`src/rtl/alu_cmp_32_if.sv`:
```
// rtl/alu_cmp_32_if.sv - operand/result bundle for alu_cmp_32
//
// Purpose: groups the request side (in_valid, a, b, control) and the
// registered response side (out_valid, result, NZCV flags, unsigned and
// signed condition decodes) of alu_cmp_32.
// Modports:
//   master - drives in_valid/a/b/control, observes everything else
//   slave  - the ALU: consumes the request, drives the response
interface alu_cmp_32_if #(
    parameter int WIDTH = 32
);
    logic             in_valid;
    logic [WIDTH-1:0] a;
    logic [WIDTH-1:0] b;
    logic [1:0]       control;

    logic             out_valid;
    logic [WIDTH-1:0] result;
    logic             n, z, c, v;
    logic             hs, ls, hi, lo;
    logic             ge, le, gt, lt;

    modport master (
        output in_valid, a, b, control,
        input  out_valid, result, n, z, c, v, hs, ls, hi, lo, ge, le, gt, lt
    );

    modport slave (
        input  in_valid, a, b, control,
        output out_valid, result, n, z, c, v, hs, ls, hi, lo, ge, le, gt, lt
    );
endinterface

```
`src/rtl/alu_cmp_32.sv`:
```
// rtl/alu_cmp_32.sv - registered 4-function ALU with NZCV flags and condition decodes
//
// Purpose: computes ADD/SUB/AND/OR of a and b, derives NZCV, and decodes the
// unsigned (hs/ls/hi/lo) and signed (ge/le/gt/lt) conditions from those flags.
// Everything is combinational up to a single output register (1-cycle latency,
// full throughput, no backpressure).
// Ports:
//   clk   - rising-edge clock
//   reset - asynchronous, active-high; clears every registered output
//   bus   - alu_cmp_32_if.slave: in_valid/a/b/control in;
//           out_valid/result/n/z/c/v/hs/ls/hi/lo/ge/le/gt/lt out
// control: 00 ADD, 01 SUB (a - b), 10 AND, 11 OR
module alu_cmp_32 #(
    parameter int WIDTH = 32
) (
    input  logic          clk,
    input  logic          reset,
    alu_cmp_32_if.slave   bus
);

    // ALU core
    logic [WIDTH-1:0] b_op;
    logic [WIDTH:0]   sum_ext;
    logic [WIDTH-1:0] sum;
    logic [WIDTH-1:0] res_d;
    logic             n_d, z_d, c_d, v_d;

    // SUB reuses the adder as a + ~b + 1; control[0] is both the invert
    // select and the carry-in.
    assign b_op    = bus.control[0] ? ~bus.b : bus.b;
    assign sum_ext = {1'b0, bus.a} + {1'b0, b_op} + {{WIDTH{1'b0}}, bus.control[0]};
    assign sum     = sum_ext[WIDTH-1:0];

    always_comb begin
        res_d = sum;
        case (bus.control)
            2'b10:   res_d = bus.a & bus.b;
            2'b11:   res_d = bus.a | bus.b;
            default: res_d = sum;
        endcase
    end

    assign n_d = res_d[WIDTH-1];
    assign z_d = (res_d == '0);
    // Logic ops never report carry or overflow.
    assign c_d = sum_ext[WIDTH] & ~bus.control[1];
    assign v_d = ~(bus.a[WIDTH-1] ^ bus.b[WIDTH-1] ^ bus.control[0])
               & (bus.a[WIDTH-1] ^ sum[WIDTH-1])
               & ~bus.control[1];

    // Unsigned decoder
    logic hs_d, ls_d, hi_d, lo_d;
    assign hs_d = c_d;
    assign lo_d = ~c_d;
    assign hi_d = c_d & ~z_d;
    assign ls_d = ~c_d | z_d;

    // Signed decoder
    logic nv;
    logic ge_d, le_d, gt_d, lt_d;
    assign nv   = n_d ^ v_d;
    assign ge_d = ~nv;
    assign lt_d = nv;
    assign gt_d = ~z_d & ~nv;
    assign le_d = z_d | nv;

    // Output register: payload only updates on a valid edge, out_valid
    // follows in_valid every edge.
    always_ff @(posedge clk or posedge reset) begin
        if (reset) begin
            bus.out_valid <= 1'b0;
            bus.result    <= '0;
            bus.n         <= 1'b0;
            bus.z         <= 1'b0;
            bus.c         <= 1'b0;
            bus.v         <= 1'b0;
            bus.hs        <= 1'b0;
            bus.ls        <= 1'b0;
            bus.hi        <= 1'b0;
            bus.lo        <= 1'b0;
            bus.ge        <= 1'b0;
            bus.le        <= 1'b0;
            bus.gt        <= 1'b0;
            bus.lt        <= 1'b0;
        end else begin
            bus.out_valid <= bus.in_valid;
            if (bus.in_valid) begin
                bus.result <= res_d;
                bus.n      <= n_d;
                bus.z      <= z_d;
                bus.c      <= c_d;
                bus.v      <= v_d;
                bus.hs     <= hs_d;
                bus.ls     <= ls_d;
                bus.hi     <= hi_d;
                bus.lo     <= lo_d;
                bus.ge     <= ge_d;
                bus.le     <= le_d;
                bus.gt     <= gt_d;
                bus.lt     <= lt_d;
            end
        end
    end

endmodule

```
`src/flat_wrapper.sv`:
```
// flat-port wrapper written by rule: the top's interface ports become plain ports
module alu_cmp_32_flat 
#(
    parameter int WIDTH = 32
)
  (clk, reset, bus_in_valid, bus_a, bus_b, bus_control, bus_out_valid, bus_result, bus_n, bus_z, bus_c, bus_v, bus_hs, bus_ls, bus_hi, bus_lo, bus_ge, bus_le, bus_gt, bus_lt);
  alu_cmp_32_if #(.WIDTH(WIDTH)) bus_i ();
  input  logic clk;
  input  logic reset;
  input wire logic [$bits(bus_i.in_valid)-1:0] bus_in_valid;
  input wire logic [$bits(bus_i.a)-1:0] bus_a;
  input wire logic [$bits(bus_i.b)-1:0] bus_b;
  input wire logic [$bits(bus_i.control)-1:0] bus_control;
  output wire logic [$bits(bus_i.out_valid)-1:0] bus_out_valid;
  output wire logic [$bits(bus_i.result)-1:0] bus_result;
  output wire logic [$bits(bus_i.n)-1:0] bus_n;
  output wire logic [$bits(bus_i.z)-1:0] bus_z;
  output wire logic [$bits(bus_i.c)-1:0] bus_c;
  output wire logic [$bits(bus_i.v)-1:0] bus_v;
  output wire logic [$bits(bus_i.hs)-1:0] bus_hs;
  output wire logic [$bits(bus_i.ls)-1:0] bus_ls;
  output wire logic [$bits(bus_i.hi)-1:0] bus_hi;
  output wire logic [$bits(bus_i.lo)-1:0] bus_lo;
  output wire logic [$bits(bus_i.ge)-1:0] bus_ge;
  output wire logic [$bits(bus_i.le)-1:0] bus_le;
  output wire logic [$bits(bus_i.gt)-1:0] bus_gt;
  output wire logic [$bits(bus_i.lt)-1:0] bus_lt;
  assign bus_i.in_valid = bus_in_valid;
  assign bus_i.a = bus_a;
  assign bus_i.b = bus_b;
  assign bus_i.control = bus_control;
  assign bus_out_valid = bus_i.out_valid;
  assign bus_result = bus_i.result;
  assign bus_n = bus_i.n;
  assign bus_z = bus_i.z;
  assign bus_c = bus_i.c;
  assign bus_v = bus_i.v;
  assign bus_hs = bus_i.hs;
  assign bus_ls = bus_i.ls;
  assign bus_hi = bus_i.hi;
  assign bus_lo = bus_i.lo;
  assign bus_ge = bus_i.ge;
  assign bus_le = bus_i.le;
  assign bus_gt = bus_i.gt;
  assign bus_lt = bus_i.lt;
  alu_cmp_32 #(.WIDTH(WIDTH)) u_core (.clk(clk), .reset(reset), .bus(bus_i));
endmodule
```
`config.mk`:
```
export PLATFORM = sky130hd
export DESIGN_NAME = alu_cmp_32_flat
export DESIGN_NICKNAME = d
export VERILOG_FILES = /design/src/rtl/alu_cmp_32_if.sv /design/src/rtl/alu_cmp_32.sv /design/src/flat_wrapper.sv
export SDC_FILE = /design/constraint.sdc
export NUM_CORES = 1
export LEC_CHECK = 0
export CAP_MARGIN = 20
export CORE_ASPECT_RATIO = 1.25
export CORE_MARGIN = 4
export CORE_UTILIZATION = 54
export CTS_CLUSTER_DIAMETER = 150
export DETAILED_ROUTE_END_ITERATION = 8
export PLACE_DENSITY = 0.89
export SLEW_MARGIN = 20
export SYNTH_ARGS = -nofsm -noshare
export SYNTH_HDL_FRONTEND = slang
export SYNTH_SLANG_ARGS = --single-unit
```
`constraint.sdc`:
```
create_clock -name clk -period 3.4 [get_ports clk]
set_input_delay 0.34 -clock clk [delete_from_list [all_inputs] [get_ports clk]]
set_output_delay 0.34 -clock clk [all_outputs]
set_load 0.02 [all_outputs]
```
==> results of run 1 <==
==> synthesized netlist by cell type, types with 7 or more instances <==
master / instances / area share, %
a21o_1: 7 / 1.1
nand3_1: 12 / 1.3
nand4_1: 9 / 1.2
mux2_2: 16 / 3.9
ha_1: 35 / 9.4
clkbuf_1: 25 / 2.0
maj3_1: 23 / 4.9
a21oi_1: 57 / 6.1
o21ai_0: 39 / 4.2
a31oi_1: 9 / 1.2
xnor2_1: 13 / 2.4
nor2_1: 40 / 3.2
a211oi_1: 7 / 1.1
nor3_1: 11 / 1.2
o211ai_1: 10 / 1.6
nor2b_1: 7 / 0.94
xor2_1: 36 / 6.8
dfrtp_1: 43 / 23
nand2_1: 60 / 4.8
mux2i_1: 7 / 1.5
o21a_1: 12 / 1.9
inv_1: 18 / 1.5
==> stage by stage <==
| step | worst slack [ns] | utilization (%) | hold WS [ns] | cell area, um^2 | cells |
|---|---|---|---|---|---|
| after floorplan | -0.6131 | - | 0.3714 | 4786 | 575 |
| after global placement | -0.7410 | 84.25 | 0.4630 | 7020 | 912 |
| after detailed placement | -0.9635 | 84.25 | 0.4675 | 7020 | 912 |
| after CTS | -0.2080 | 88.30 | 0.2961 | 7358 | 930 |
==> per-layer routing <==
layer | global-route usage (%) | GRT overflow
met1 | 61.96 | 0
met4 | 69.92 | 10
met2 | 88.21 | 20
met3 | 43.18 | 2
met5 | 4.412 | 0
==> logic make-up after synthesis <==
| kind of cell | count (synthesis) |
|---|---|
| adders and majority gates | 59 |
| xor gates and xnor gates | 49 |
| muxes | 24 |
| AOI/OAI and AO/OA | 182 |
| buffers and inverters | 52 |
| and+or+nand+nor | 166 |
| DFF | 43 |
==> timing repair <==
action,CTS
resized for setup,45
endpoints found under the setup margin,13
pin swaps,24
buffers inserted,10
==> results by group, run 1 <==
CTS
  • Htree depth: 2
  • Clock sink count: 43
  • Clock root cell: clkbuf_8
  • Hold_buf cts: 0
  • Clk buf depth: 2
  • CTS Buf Count: 5

Timing
  • Worst EP post-GRT repair: u_core.bus.z$_DFFE_PP0P_/D
  • Worst-path end type: sequential cell input

Run status
  • Status: stopped before the end
  • Error: [ERROR GRT-0232] Routing congestion too high. Check the congestion heatmap in the GUI.
  • Exit stage: 5_1_grt

Yosys
  • Complex-gate fraction of the synthesized area: 26.15%
  • FFs w/ async S/R, synth: 100.0%
  • Post-synthesis mux area share: 5.617%
  • YS warnings: 0
  • Adder-Cell Fraction of Synth Area: 14.78%
  • Synth Area in Simple Gates: 16.74%
  • FF+latch count, synth: 43
  • Unique masters post-synth: 64
  • Post-synth top flop: dfrtp_1
  • Mapped Cells: 575
  • Syn Area/Cell: 8.097 um^2
  • Largest family of logic cells by synthesized area: compound AO/OA/AOI/OAI gates
  • Synth Area in XOR/XNOR: 9.218%
  • Mapped Area: about 0.0047 mm^2
  • Register area share after synthesis: 23.11%
  • EDFF count, synth: 0
  • Mapped Nets: 680

Place
  • Port Buffers: roughly 110
  • GPL Wtd Cong: 0.9693
  • Dpl hpwl: 14520 um

Die
  • Initial Utilization: between 50% and 60%
  • Ports: roughly 110
  • Die width: 91.05 um
  • FP Rows: 37
  • Die height: roughly 110 um

Global routing
  • Global Route Usage Sum: 65.04%
  • Pin count of the biggest net entering global routing: 49
  • Total grt overflow: 32
==> run 2, diff against run 1 <==
--- a/config.mk
+++ b/config.mk
@@ -6,12 +6,10 @@
 export NUM_CORES = 1
 export LEC_CHECK = 0
 export CAP_MARGIN = 20
-export CORE_ASPECT_RATIO = 1.25
 export CORE_MARGIN = 4
-export CORE_UTILIZATION = 54
-export CTS_CLUSTER_DIAMETER = 150
+export CORE_UTILIZATION = 39
 export DETAILED_ROUTE_END_ITERATION = 8
-export PLACE_DENSITY = 0.89
+export PLACE_DENSITY_LB_ADDON = 0.15
 export SLEW_MARGIN = 20
 export SYNTH_ARGS = -nofsm -noshare
 export SYNTH_HDL_FRONTEND = slang
==> run 2 against run 1 <==
Compared with the run above: the flow now finishes, with violations (setup timing); synthesized area unchanged; synthesized cell count unchanged.
==> results by group, run 2 <==
Run status
  • Status: complete, but fails checks (was stopped before the end)
  • Failing checks: setup timing

Power
  • PwrDens: 384.3 mW/mm^2
  • Leak: 0.003584 uW
  • Maximum vdd drop: about 0.0002 V
  • Total power: 3141 uW

Route
  • Routed WL: 17200 um
  • Vias: 5595
  • Residual DRC: 0
  • Number of routed nets with antenna violations: 0
  • WL/cell: 16.70 um
  • DRT Pass-1 Iters: 5
  • Via density: 5.432
  • Initial DRC count: 345

Timing
  • Final WS setup: -0.1163 ns
  • Setup TNS: -0.5012 ns
  • Final Setup Violations: 5
  • Fmax: 0.2844 GHz
  • Final Cycle Share: 103.4%
  • Worst-Margin Slew: 0.6789 ns
  • RSZ-0062 raised after global routing: true
  • Post-route minimum period: roughly 3.5 ns
  • Final Slew Violations: 0
  • Slew headroom: 54.44%
  • Post-Route Skew: 0 ns
  • Final Hold Vio Count: 0

Layout
  • Core Util, Final: 70.67%
  • Share of layout cells above drive strength 1: 36.64%
  • Multi-input combinational cell area: 0.003782 mm^2
  • Register Area: between 0.001 and 0.0015 mm^2
  • Most frequent cells in the layout: buf_4, clkdlybuf4s50_1, nand2_1
  • Number of fill cells: 916
  • Max reg flops: 31
  • Reg with most FFs: u_core.bus.result
  • Number of diodes: 0
  • Fin nets: 991
  • Commonest non-fill, non-tap cell in the layout: buf_4
  • P&R area growth vs syn: 75.54%

CTS
  • Clk buf depth: 2 (unchanged)
  • Hold_buf cts: 0 (unchanged)
  • CTS tree: yes
  • Clk_lat worst skew: 0.28 ns
  • Clock transition at path regs: roughly 0.060 ns
  • Htree depth: 2 (unchanged)
  • Clock sink count: 43 (unchanged)
  • CTS Buf Count: 5 (unchanged)
  • Clock root cell: clkbuf_16 (was clkbuf_8)

Global routing
  • Total grt overflow: 0
  • Number of global-route vias before repair: 5450
  • Initial antenna violation count: 0
  • Global Route Usage Sum: 23.95%
  • First-pass GRT wire length: between 20000 and 30000 um
  • Pin count of the biggest net entering global routing: 44

Yosys
  • Syn Area/Cell: 8.097 um^2 (unchanged)
  • Post-synth top flop: dfrtp_1 (unchanged)
  • Yosys top cell area share: 23.11% (unchanged)
  • FFs w/ async S/R, synth: 100.0% (unchanged)
  • Unique masters post-synth: 64 (unchanged)
  • Commonest cells in the netlist: nand2_1, a21oi_1, dfrtp_1 (unchanged)
  • Post-synth top area cell: dfrtp_1 (unchanged)
  • Mapped Area: 0.004656 mm^2 (unchanged)
  • Synth area leaders: dfrtp_1, ha_1, xor2_1 (unchanged)
  • Register area share after synthesis: 23.11% (unchanged)
  • Mapped Cells: 575 (unchanged)
  • Mapped Nets: 680 (unchanged)
  • Count leader, synth: nand2_1 (unchanged)
  • FF+latch count, synth: 43 (unchanged)
  • EDFF count, synth: 0 (unchanged)
  • YS warnings: 0 (unchanged)

Die
  • Die height: 117.3 um (was 111.8 um)
  • Total die area: roughly 0.014 mm^2
  • Die width: 117.3 um (was 91.05 um)
  • FP Rows: 39 (was 37)
  • Initial Utilization: 40.26% (was 55.87%)
  • Placeable Area: 0.01156 mm^2
  • Ports: 114 (unchanged)

Worst setup path
  • WP data required: between 3 and 4 ns
  • Critical Path AT: 3.66 ns
  • Critical path cell sequence: buf_12 -> buf_12 -> buf_6 -> xor2_1 -> ha_2 -> nand4_1 -> o221ai_4 -> buf_6 -> xnor2_1 -> a21oi_2 -> a211oi_2 -> nand4_1 -> or4_4 -> nor4b_4 -> and4_4 -> o22ai_2
  • Startpoint Class: input port
  • Worst Path Max Fanout: 8
  • Max stage delay on crit path: roughly 0.56 ns
  • Kind of critical path: in2reg
  • Worst R2R Path Depth: 1
  • Worst path slowest cell: or4_4
  • Worst Setup End Kind: flop

Run
  • Max cap viols: 0

Place
  • GPL Wtd Cong: 0.9378 (was 0.9693)
  • Port Buffers: 113 (unchanged)
  • Dpl hpwl: 13200 um (was 14520 um)
  • Dpl ws: -0.9140 ns (was -0.9635 ns)

Hold path
  • Worst min path class: in2reg
  • Hold depth: 1
## run 2: cell counts after synthesis
No cell type changed its count.
## run 2: where the power goes
group / leakage [uW] / total [uW] / internal, uW / switching [uW]
logic: 0.00302 / 2010 / 1060 / 943
registers: 0.000498 / 670 / 606 / 63.7
clock network: 0.0000669 / 465 / 271 / 193
total: 0.00358 / 3140 / 1940 / 1200
## run 2: repair_timing
action / 4_1_cts / 5_1_grt
setup endpoints to repair: 10 / 9
cloned: 1 / 0
resized for setup: 56 / 68
hold endpoints to repair: 0 / 0
buffers inserted: 30 / 13
pin swaps: 26 / 27
## run 2: cell families after synthesis
logic type | after synthesis | share of synthesized area, %
xor+xnor | 49 | 9.218
buf+inv | 52 | 4.380
mux | 24 | 5.617
compound gates | 182 | 26.15
fa+ha+maj | 59 | 14.78
flops | 43 | 23.11
simple gates | 166 | 16.74
## run 2: worst paths after layout
kind | start | slack (ns) | to
setup / recovery | bus_control[0] | -0.12 | u_core.bus.hi$_DFFE_PP0P_
hold / removal | bus_in_valid | 0.48 | u_core.bus.out_valid$_DFF_PP0_
setup reg to reg | u_core.bus.result[24]$_DFFE_PP0P_ | 2.61 | u_core.bus.result[24]$_DFFE_PP0P_
hold reg to reg | u_core.bus.lo$_DFFE_PP0P_ | 0.48 | u_core.bus.lo$_DFFE_PP0P_
max in group asynchronous | reset | 2.54 | u_core.bus.result[16]$_DFFE_PP0P_
min in group asynchronous | reset | 0.50 | u_core.bus.lo$_DFFE_PP0P_
## run 2: critical path, delay by kind of cell
family / cells / cell delay [ns]
buf+inv: 4 / 0.51
compound gates: 4 / 0.68
simple gates: 5 / 1.45
xor+xnor: 2 / 0.28
fa+ha+maj: 1 / 0.37
## run 2: per-stage QoR
stage / instance area [um^2] / hold slack [ns] / instances
2_1_floorplan: 4786 / 0.3714 / 575
3_5_place_dp: 7256 / 0.4784 / 980
6_report: 8173 / 0.4771 / 1030
5_1_grt: 8173 / 0.4854 / 1030
3_3_place_gp: 7256 / 0.4672 / 980
4_1_cts: 7812 / 0.4614 / 1019
## run 2: layout make-up
| class | count | share of cell area [%] |
|---|---|---|
| Clock inverter | 2 | 0.1531 |
| Sequential cell | 43 | 13.17 |
| Clock buffer | 6 | 1.577 |
| Inverter | 19 | 0.8726 |
| Multi-Input combinational cell | 480 | 46.28 |
| Timing Repair Buffer | 337 | 35.76 |
| Tap cell | 143 | 2.189 |
## run 2: routing by layer
metal | vias to the layer above | routed length [um] | global-route usage (%)
met3 | 25 | 725 | 2.416
met4 | 0 | 314 | 5.352
li1 | 2730 | - | -
met2 | 171 | 8468 | 41.25
met1 | 2669 | 7695 | 32.41
met5 | - | 0 | 0
Note: power is estimated with default switching activity, not from simulation.
